`config.mk`:
```
export PLATFORM = sky130hd
export DESIGN_NAME = lcd_ctrl
export DESIGN_NICKNAME = d
export VERILOG_FILES = /design/src/rtl/lcd_pkg.sv /design/src/rtl/lcd_timer.sv /design/src/rtl/lcd_ctrl.sv
export SDC_FILE = /design/constraint.sdc
export NUM_CORES = 1
export LEC_CHECK = 0
export ABC_AREA = 1
export CAP_MARGIN = 20
export CORE_UTILIZATION = 23
export CTS_CLUSTER_SIZE = 24
export DETAILED_ROUTE_END_ITERATION = 8
export SYNTH_ARGS = -nofsm -noshare
export SYNTH_HDL_FRONTEND = slang
export SYNTH_SLANG_ARGS = --single-unit
```
`constraint.sdc`:
```
create_clock -name clk_i -period 2.7 [get_ports clk_i]
set_clock_uncertainty 0.15 [all_clocks]
set_input_delay 0.54 -clock clk_i [delete_from_list [all_inputs] [get_ports clk_i]]
set_output_delay 0.54 -clock clk_i [all_outputs]
set_load 0.05 [all_outputs]
```
`src/rtl/lcd_pkg.sv`:
```
// Shared types and constants for the HD44780-style LCD sequencer.
package lcd_pkg;

    typedef enum logic [2:0] {
        StInitWait,
        StSetup,
        StPulse,
        StHold,
        StWait,
        StIdle
    } lcd_state_e;

    // Bit positions inside the packed io_lcd word.
    localparam int unsigned LcdOnBit = 31;
    localparam int unsigned LcdEnBit = 10;
    localparam int unsigned LcdRsBit = 9;
    localparam int unsigned LcdRwBit = 8;

    localparam int unsigned InitLen = 4;
    localparam logic [7:0] InitRom [InitLen] = '{8'h38, 8'h0C, 8'h01, 8'h06};

    localparam logic [7:0] CmdClear   = 8'h01;
    localparam logic [7:0] CmdHome    = 8'h02;
    localparam logic [7:0] CmdHomeAlt = 8'h03;

    // Clear and Return Home need the long execution wait.
    function automatic logic is_clear_class(logic rs, logic [7:0] data);
        return !rs && (data == CmdClear || data == CmdHome || data == CmdHomeAlt);
    endfunction

    function automatic int unsigned max2(int unsigned a, int unsigned b);
        return (a > b) ? a : b;
    endfunction

endpackage

```
`src/rtl/lcd_timer.sv`:
```
// Loadable down-counter; done pulses for one cycle on the last cycle of a loaded interval.
module lcd_timer #(
    parameter int unsigned Width = 8
) (
    input  logic             clk,
    input  logic             load,
    input  logic [Width-1:0] load_val,
    output logic             done
);

    localparam logic [Width-1:0] One = Width'(1);

    logic [Width-1:0] cnt_q;
    logic             running_q;

    // No reset port: the owner loads the timer while it is held in reset.
    always_ff @(posedge clk) begin
        if (load) begin
            cnt_q     <= load_val - One;
            running_q <= 1'b1;
        end else begin
            if (cnt_q != '0) begin
                cnt_q <= cnt_q - One;
            end
            if (done) begin
                running_q <= 1'b0;
            end
        end
    end

    assign done = running_q && (cnt_q == '0);

endmodule

```
`src/rtl/lcd_ctrl.sv`:
```
// Character LCD sequencer: power-on init, then byte writes over valid/ready with
// counter-based setup / enable / hold / execution timing.
module lcd_ctrl
    import lcd_pkg::*;
#(
    parameter int unsigned SETUP_CYC   = 4,
    parameter int unsigned PULSE_CYC   = 25,
    parameter int unsigned HOLD_CYC    = 25,
    parameter int unsigned EXEC_CYC    = 2500,
    parameter int unsigned CLEAR_CYC   = 100000,
    parameter int unsigned POWERUP_CYC = 750000
) (
    input  logic        clk_i,
    input  logic        rst_i,
    input  logic        req_valid_i,
    input  logic        req_rs_i,
    input  logic [7:0]  req_data_i,
    output logic        req_ready_o,
    output logic        init_done_o,
    output logic        busy_o,
    output logic [31:0] io_lcd_o
);

    localparam int unsigned MaxCyc = max2(max2(max2(SETUP_CYC, PULSE_CYC), max2(HOLD_CYC,
                                          EXEC_CYC)), max2(CLEAR_CYC, POWERUP_CYC));
    localparam int unsigned CntW   = $clog2(MaxCyc) + 1;

    if (SETUP_CYC == 0 || PULSE_CYC == 0 || HOLD_CYC == 0 || EXEC_CYC == 0 ||
        CLEAR_CYC == 0 || POWERUP_CYC == 0) begin : g_param_check
        $error("lcd_ctrl: all timing parameters must be at least 1");
    end

    lcd_state_e state_q, state_d;
    logic [1:0] init_idx_q, init_idx_d;
    logic       rs_q, rs_d;
    logic [7:0] data_q, data_d;
    logic       init_done_q, init_done_d;
    logic       ready_q, ready_d;
    logic       busy_q, busy_d;
    logic       en_q, en_d;

    logic            tmr_load;
    logic [CntW-1:0] tmr_val;
    logic            tmr_done;

    lcd_timer #(
        .Width (CntW)
    ) u_timer (
        .clk      (clk_i),
        .load     (tmr_load),
        .load_val (tmr_val),
        .done     (tmr_done)
    );

    always_comb begin
        state_d     = state_q;
        init_idx_d  = init_idx_q;
        rs_d        = rs_q;
        data_d      = data_q;
        init_done_d = init_done_q;
        tmr_load    = 1'b0;
        tmr_val     = CntW'(SETUP_CYC);

        unique case (state_q)
            StInitWait: begin
                if (tmr_done) begin
                    state_d  = StSetup;
                    rs_d     = 1'b0;
                    data_d   = InitRom[init_idx_q];
                    tmr_load = 1'b1;
                end
            end
            StSetup: begin
                if (tmr_done) begin
                    state_d  = StPulse;
                    tmr_load = 1'b1;
                    tmr_val  = CntW'(PULSE_CYC);
                end
            end
            StPulse: begin
                if (tmr_done) begin
                    state_d  = StHold;
                    tmr_load = 1'b1;
                    tmr_val  = CntW'(HOLD_CYC);
                end
            end
            StHold: begin
                if (tmr_done) begin
                    state_d  = StWait;
                    tmr_load = 1'b1;
                    tmr_val  = is_clear_class(rs_q, data_q) ? CntW'(CLEAR_CYC)
                                                            : CntW'(EXEC_CYC);
                end
            end
            StWait: begin
                if (tmr_done) begin
                    if (init_done_q) begin
                        state_d = StIdle;
                    end else if (init_idx_q == 2'(InitLen - 1)) begin
                        state_d     = StIdle;
                        init_done_d = 1'b1;
                    end else begin
                        state_d    = StSetup;
                        init_idx_d = init_idx_q + 2'd1;
                        rs_d       = 1'b0;
                        data_d     = InitRom[init_idx_q + 2'd1];
                        tmr_load   = 1'b1;
                    end
                end
            end
            StIdle: begin
                if (req_valid_i) begin
                    state_d  = StSetup;
                    rs_d     = req_rs_i;
                    data_d   = req_data_i;
                    tmr_load = 1'b1;
                end
            end
            default: state_d = StInitWait;
        endcase

        // Reset restarts the power-up wait from the first cycle after release.
        if (rst_i) begin
            tmr_load = 1'b1;
            tmr_val  = CntW'(POWERUP_CYC);
        end

        ready_d = (state_d == StIdle);
        busy_d  = !ready_d;
        en_d    = (state_d == StPulse);
    end

    always_ff @(posedge clk_i) begin
        if (rst_i) begin
            state_q     <= StInitWait;
            init_idx_q  <= 2'd0;
            rs_q        <= 1'b0;
            data_q      <= 8'h00;
            init_done_q <= 1'b0;
            ready_q     <= 1'b0;
            busy_q      <= 1'b1;
            en_q        <= 1'b0;
        end else begin
            state_q     <= state_d;
            init_idx_q  <= init_idx_d;
            rs_q        <= rs_d;
            data_q      <= data_d;
            init_done_q <= init_done_d;
            ready_q     <= ready_d;
            busy_q      <= busy_d;
            en_q        <= en_d;
        end
    end

    always_comb begin
        io_lcd_o           = '0;
        io_lcd_o[LcdOnBit] = 1'b1;
        io_lcd_o[LcdEnBit] = en_q;
        io_lcd_o[LcdRsBit] = rs_q;
        io_lcd_o[LcdRwBit] = 1'b0;
        io_lcd_o[7:0]      = data_q;
    end

    assign req_ready_o = ready_q;
    assign init_done_o = init_done_q;
    assign busy_o      = busy_q;

endmodule

```
### Word-level counts from Yosys, hierarchy flattened

Index checks and enable logic that the tools add are counted.

* word-level logic and storage cells: 94
* register bits after elaboration: 40

* multiplexer cells: 43
* $lt $le $gt $ge: 2
* add/sub/neg operators: 3
* bitwise gates (word level): 4
* equality and inequality tests: 16
* reductions and logical operators: 16

Operator list (count)
* two-way mux 8 bit: 9
* two-way mux 21 bit: 3
* subtractor 21 x 1 -> 21 bit, second input constant: 2
* two-way mux 17 bit: 2
* one-hot mux 17 bit (2 select lines): 1
* binary-select mux 8 bit (select 2 bit): 2
* two-way mux 3 bit: 8
* one-hot mux 8 bit (3 select lines): 1
* zero test 21 bit: 1
* nonzero test 21 bit: 1
* one-hot mux 3 bit (6 select lines): 1
* == test 8 x 2 -> 1 bit, second input constant: 2
* two-way mux 1 bit: 13
* != test 2 bit, second input constant: 5
* == test 3 x 2 -> 1 bit, second input constant: 3
* == test 3 bit, second input constant: 3
* == test 8 x 1 -> 1 bit, second input constant: 1
* >= comparator 3 bit, second input constant: 2
* NOT 2 -> 3 bit: 2
* one-hot mux 1 bit (3 select lines): 2
* AND reduction 6 bit: 1
* two-way mux 5 bit: 1
* AND reduction 4 bit: 1
* OR reduction 4 bit: 1
* 12 further kinds: 16

### Logic depth before layout (Yosys ltp)

* depth after elaboration: 10
* gate-level depth with buffers: 16
* gate-level depth less buffers: 16

### Modules after synthesis

Synthesis repeated with hierarchy kept, for this count alone.

* cells, all modules: 471
* area total of the unflattened synthesis: 3110.5 um^2

By module, submodules not included
* lcd_timer: instances 1, cells an instance 259, seq. area each 650.6 um^2, area each 1778.0 um^2
* lcd_ctrl: instances 1, cells an instance 212, seq. area each 360.3 um^2, area each 1332.5 um^2

### Worst setup path after synthesis

No wires, ideal clock.

* path type: reg2reg
* start: register u_timer.cnt_q[5]
* end: register u_timer.cnt_q[10] (data pin)
* slack: 203 ps
* arrival time: 2092 ps
* stages on the path, launching flop included: 16
* data required time: 2296 ps
* setup time: 254 ps
* period minus slack after synthesis: 2497 ps
* cells stage by stage: edfxtp_1 > or2_1 > nor2_2 > nand3_2 > nor2_8 > nand3_4 > buf_6 > nand4_1 > nand2_1 > inv_1 > ha_1 > nand2_2 > nor2_4 > nand2_1 > nand2_1 > nand2_1

* cells in the longest elaborated chain, start to end: 7

RTL lines
* start: declaration: line lcd_timer.sv:13 `logic [Width-1:0] cnt_q;`
* start signal: assignment: line lcd_timer.sv:19 `cnt_q <= load_val - One;`
* start signal: assignment: line lcd_timer.sv:23 `cnt_q <= cnt_q - One;`
* zero test 21 bit: line lcd_timer.sv:31 `assign done = running_q && (cnt_q == '0);`
* logical AND 1 bit: line lcd_timer.sv:31
* two-way mux 17 bit / two-way mux 5 bit (equally long branches): line lcd_ctrl.sv:88, lcd_ctrl.sv:74, lcd_ctrl.sv:81
* one-hot mux 17 bit (2 select lines): line lcd_ctrl.sv:64 `unique case (state_q)`
* two-way mux 21 bit: line lcd_ctrl.sv:123 `if (rst_i) begin`
* subtractor 21 x 1 -> 21 bit: line lcd_timer.sv:19
* two-way mux 21 bit *: line lcd_timer.sv:18 `if (load) begin`

Every way passes the cells marked *; elsewhere a longest branch is shown, timed or not. The select of a mux whose other input is x is not followed.
A chain may end at the register's enable or synchronous reset.

### Worst setup path after layout

* start: register u_timer.cnt_q[5]
* end: register u_timer.cnt_q[19] (data pin)

Same word-level chain as after synthesis.

==> metrics.yaml <==
route:
  via_per_inst: 4.39
  drc: 0
  drt_iter0_markers: 149
  wl_mm: 6.89
  num_vias: 2524
  firstDrtPassIters: 4
  wl_per_cell_um: 12.0
  postRouteAntennaNets: 0
cells_and_area:
  layout_commonest_cell: "nand2_1"
  final_util_pct: 31.0
  final_cell_mix: "nand2_1 (70), buf_4 (33), nor2_1 (32)"
  fin_cells: 575
  drive_gt1_share_pct: 25.2
  finalNetCount: 446
  area.growth.synth_to_final_pct: 32.0
  antennaDiodeCount: 0
yosys:
  async_reset_ff_share_pct: 0
  yosysSeqAreaShare_pct: 35.8
  yosys_warnings: 0
  syn_area_per_cell_um2: 7.61
  syn_inst: 371
  syn-cell-area_um2: 2820
  synthDistinctLibCells: 41
  ys_ff_latch: 40
  synthFlopType: "edfxtp_1"
  synth_edf_count: 21
worst_setup_path:
  critPathLaunchType: "flip-flop"
  slowest_delay_ns: 0.38
  crit_arrival_ns: 2.51
  end_kind: "flip-flop"
  crit_chain: "or2_1, nor2_4, nand4_1, nor2_4, nor2_4, buf_12, nand4_1, nand2_2, nor2_4, nand3_2, nor2_4, nand2_1, nand2_1, nand2_1"
  crit_top_cell: "nor2_4"
  critPathKind: "flip-flop to flip-flop"
  crit_required_ns: 2.60
  worstPathMaxFanout: 14
  rr_worst_depth: 14
  cp_slowest_cell: "edfxtp_1"
floorplan:
  initial_core_util_pct: 23.5
  row_count: 40
  dieArea_um2: 12700
  fp.dieW_um: 113
  num_io_pins: 47
  die_h_um: 113
  core_um2: 12000
sta:
  timing.final.max_slew_violations: 0
  worst_pin_slew_ns: 0.513
  setup_ws_ns: 0.0831
  maxSlewHeadroom_pct: 65.7
  fin_crit_ns: 2.62
  fin_crit_sh_pct: 96.9
  max_freq_ghz: 0.382
  setup_viol: 0
  whs_ns: 0.365
  rsz0062_at_grt: "true"
  hold_violations: 0
clock_tree:
  cts.clk_slew.worst_paths_ns: 0.06
  cts-root-buf: "clkbuf_16"
  hold_buffers: 0
  cts_tree: "yes"
  clock_latency_ns: 0.29
  cts_made_buffers: 5
  cts_buffer_depth: 2
  clkSinkCount: 40
  htreeDepth: 2
global_route:
  grt_max_degree: 34
  antenna_found_initial: 0
  grt_pass1_wl_mm: 11.1
  grt_pass1_vias: 2346
  gr-usage-all-layers_pct: 10.8
  gr-total-overflow: 0
placed_design:
  port_buffers: 24
  gp_congestion: 0.832
  dp_cells: 559
  preCtsSetupSlack_ns: -0.0584
  detailed_place_hpwl_mm: 5.04
job:
  maxCapViolCount: 0
power:
  irDropWorstVdd_mv: 0.260
  power_leakage_nw: 1.60
  powerDensity_nw_per_um2: 437
worst_hold_path:
  holdPathStages: 2
  min_path_type: "flip-flop to flip-flop"
status:
  outcome: "completed"
[synthesized netlist by cell type (all sizes together), types with 4 or more instances]
master	count	area (um2)
buf	29	215
nor2	66	358
nand4	18	125
a21oi	17	85.1
edfxtp	21	631
nand2	84	335
nand3	21	128
xor2	6	52.6
nand3b	6	45.0
ha	7	87.6
o21ai	16	80.1
dfxtp	19	380
or2	4	25.0
inv	35	131
[path summary, 6_finish.rpt]
check                                           startpoint                           to  slack, ns
worst max-delay path            u_timer.cnt_q[5]$_DFFE_PP_  u_timer.cnt_q[19]$_DFFE_PP_       0.08
worst min-delay path                data_q[6]$_SDFFE_PP0P_       data_q[6]$_SDFFE_PP0P_       0.36
worst max register to register  u_timer.cnt_q[5]$_DFFE_PP_  u_timer.cnt_q[19]$_DFFE_PP_       0.08
worst min register to register      data_q[6]$_SDFFE_PP0P_       data_q[6]$_SDFFE_PP0P_       0.36
[power by group]
| group | switching, W | total [W] | internal [W] |
|---|---|---|---|
| Clock | 0.000260 | 0.000662 | 0.000402 |
| Sequential | 0.0000163 | 0.000688 | 0.000672 |
| Combinational | 0.000182 | 0.000281 | 0.0000990 |
[stage by stage]
stage | instance area (um2) | TNS (ns) | total power, W
after detailed placement | 3360 | -0.209 | 0.000952
after global routing | 3730 | -0.541 | 0.00169
final | 3730 | 0 | 0.00163
after global placement | 3360 | -0.146 | 0.000950
after CTS | 3540 | 0 | 0.00162
after floorplan | 2900 | 0 | 0.000898
[cell families (layout without fill, tap and decap cells)]
family	count (synthesis)	in the layout	share of synthesized area, %
AOI/OAI and AO/OA	42	42	8.46
xor gates and xnor gates	9	9	2.79
adders and majority gates	7	7	3.10
buffers and inverters	68	105	12.8
DFF	40	40	35.8
other	2	22	0.266
and+or+nand+nor	203	203	36.8
[area by class of cell]
type,instances,area [um2]
Sequential cell,40,1010
Multi-Input combinational cell,283,1660
Clock inverter,2,17.5
Inverter,36,135
Fill cell,1242,8280
Timing Repair Buffer,61,568
Clock buffer,6,150
Tap cell,147,184
[worst max-delay path, delay by kind of cell (launching register included)]
family / cells / cell delay [ns]
buffers and inverters: 1 / 0.15
DFF: 1 / 0.38
and+or+nand+nor: 13 / 1.67
[sequential cells by signal, indices dropped and copies added (netlist names)]
signal / cells
u_timer.running_q: 1
init_done_o: 1
busy_o: 1
req_ready_o: 1
data_q: 8
u_timer.cnt_q: 21
state_q: 3
init_idx_q: 2
rs_q: 1
en_q: 1
[metal layers]
| layer | GRT usage, % | up-vias | routed length [um] |
|---|---|---|---|
| li1 | - | 1287 | - |
| met1 | 14.2 | 1159 | 3100 |
| met2 | 17.5 | 64 | 3290 |
| met3 | 1.77 | 14 | 281 |
| met4 | 4.27 | 0 | 210 |
| met5 | 0 | - | 0 |
[what timing repair did]
item / 4_1_cts / 5_1_grt
pin swaps: 0 / 18
setup buffers: 0 / 8
resized for setup: 2 / 37
endpoints found under the setup margin: 7 / 17
endpoints found under the hold margin: 0 / 0
(Power assumes the default switching activity.)
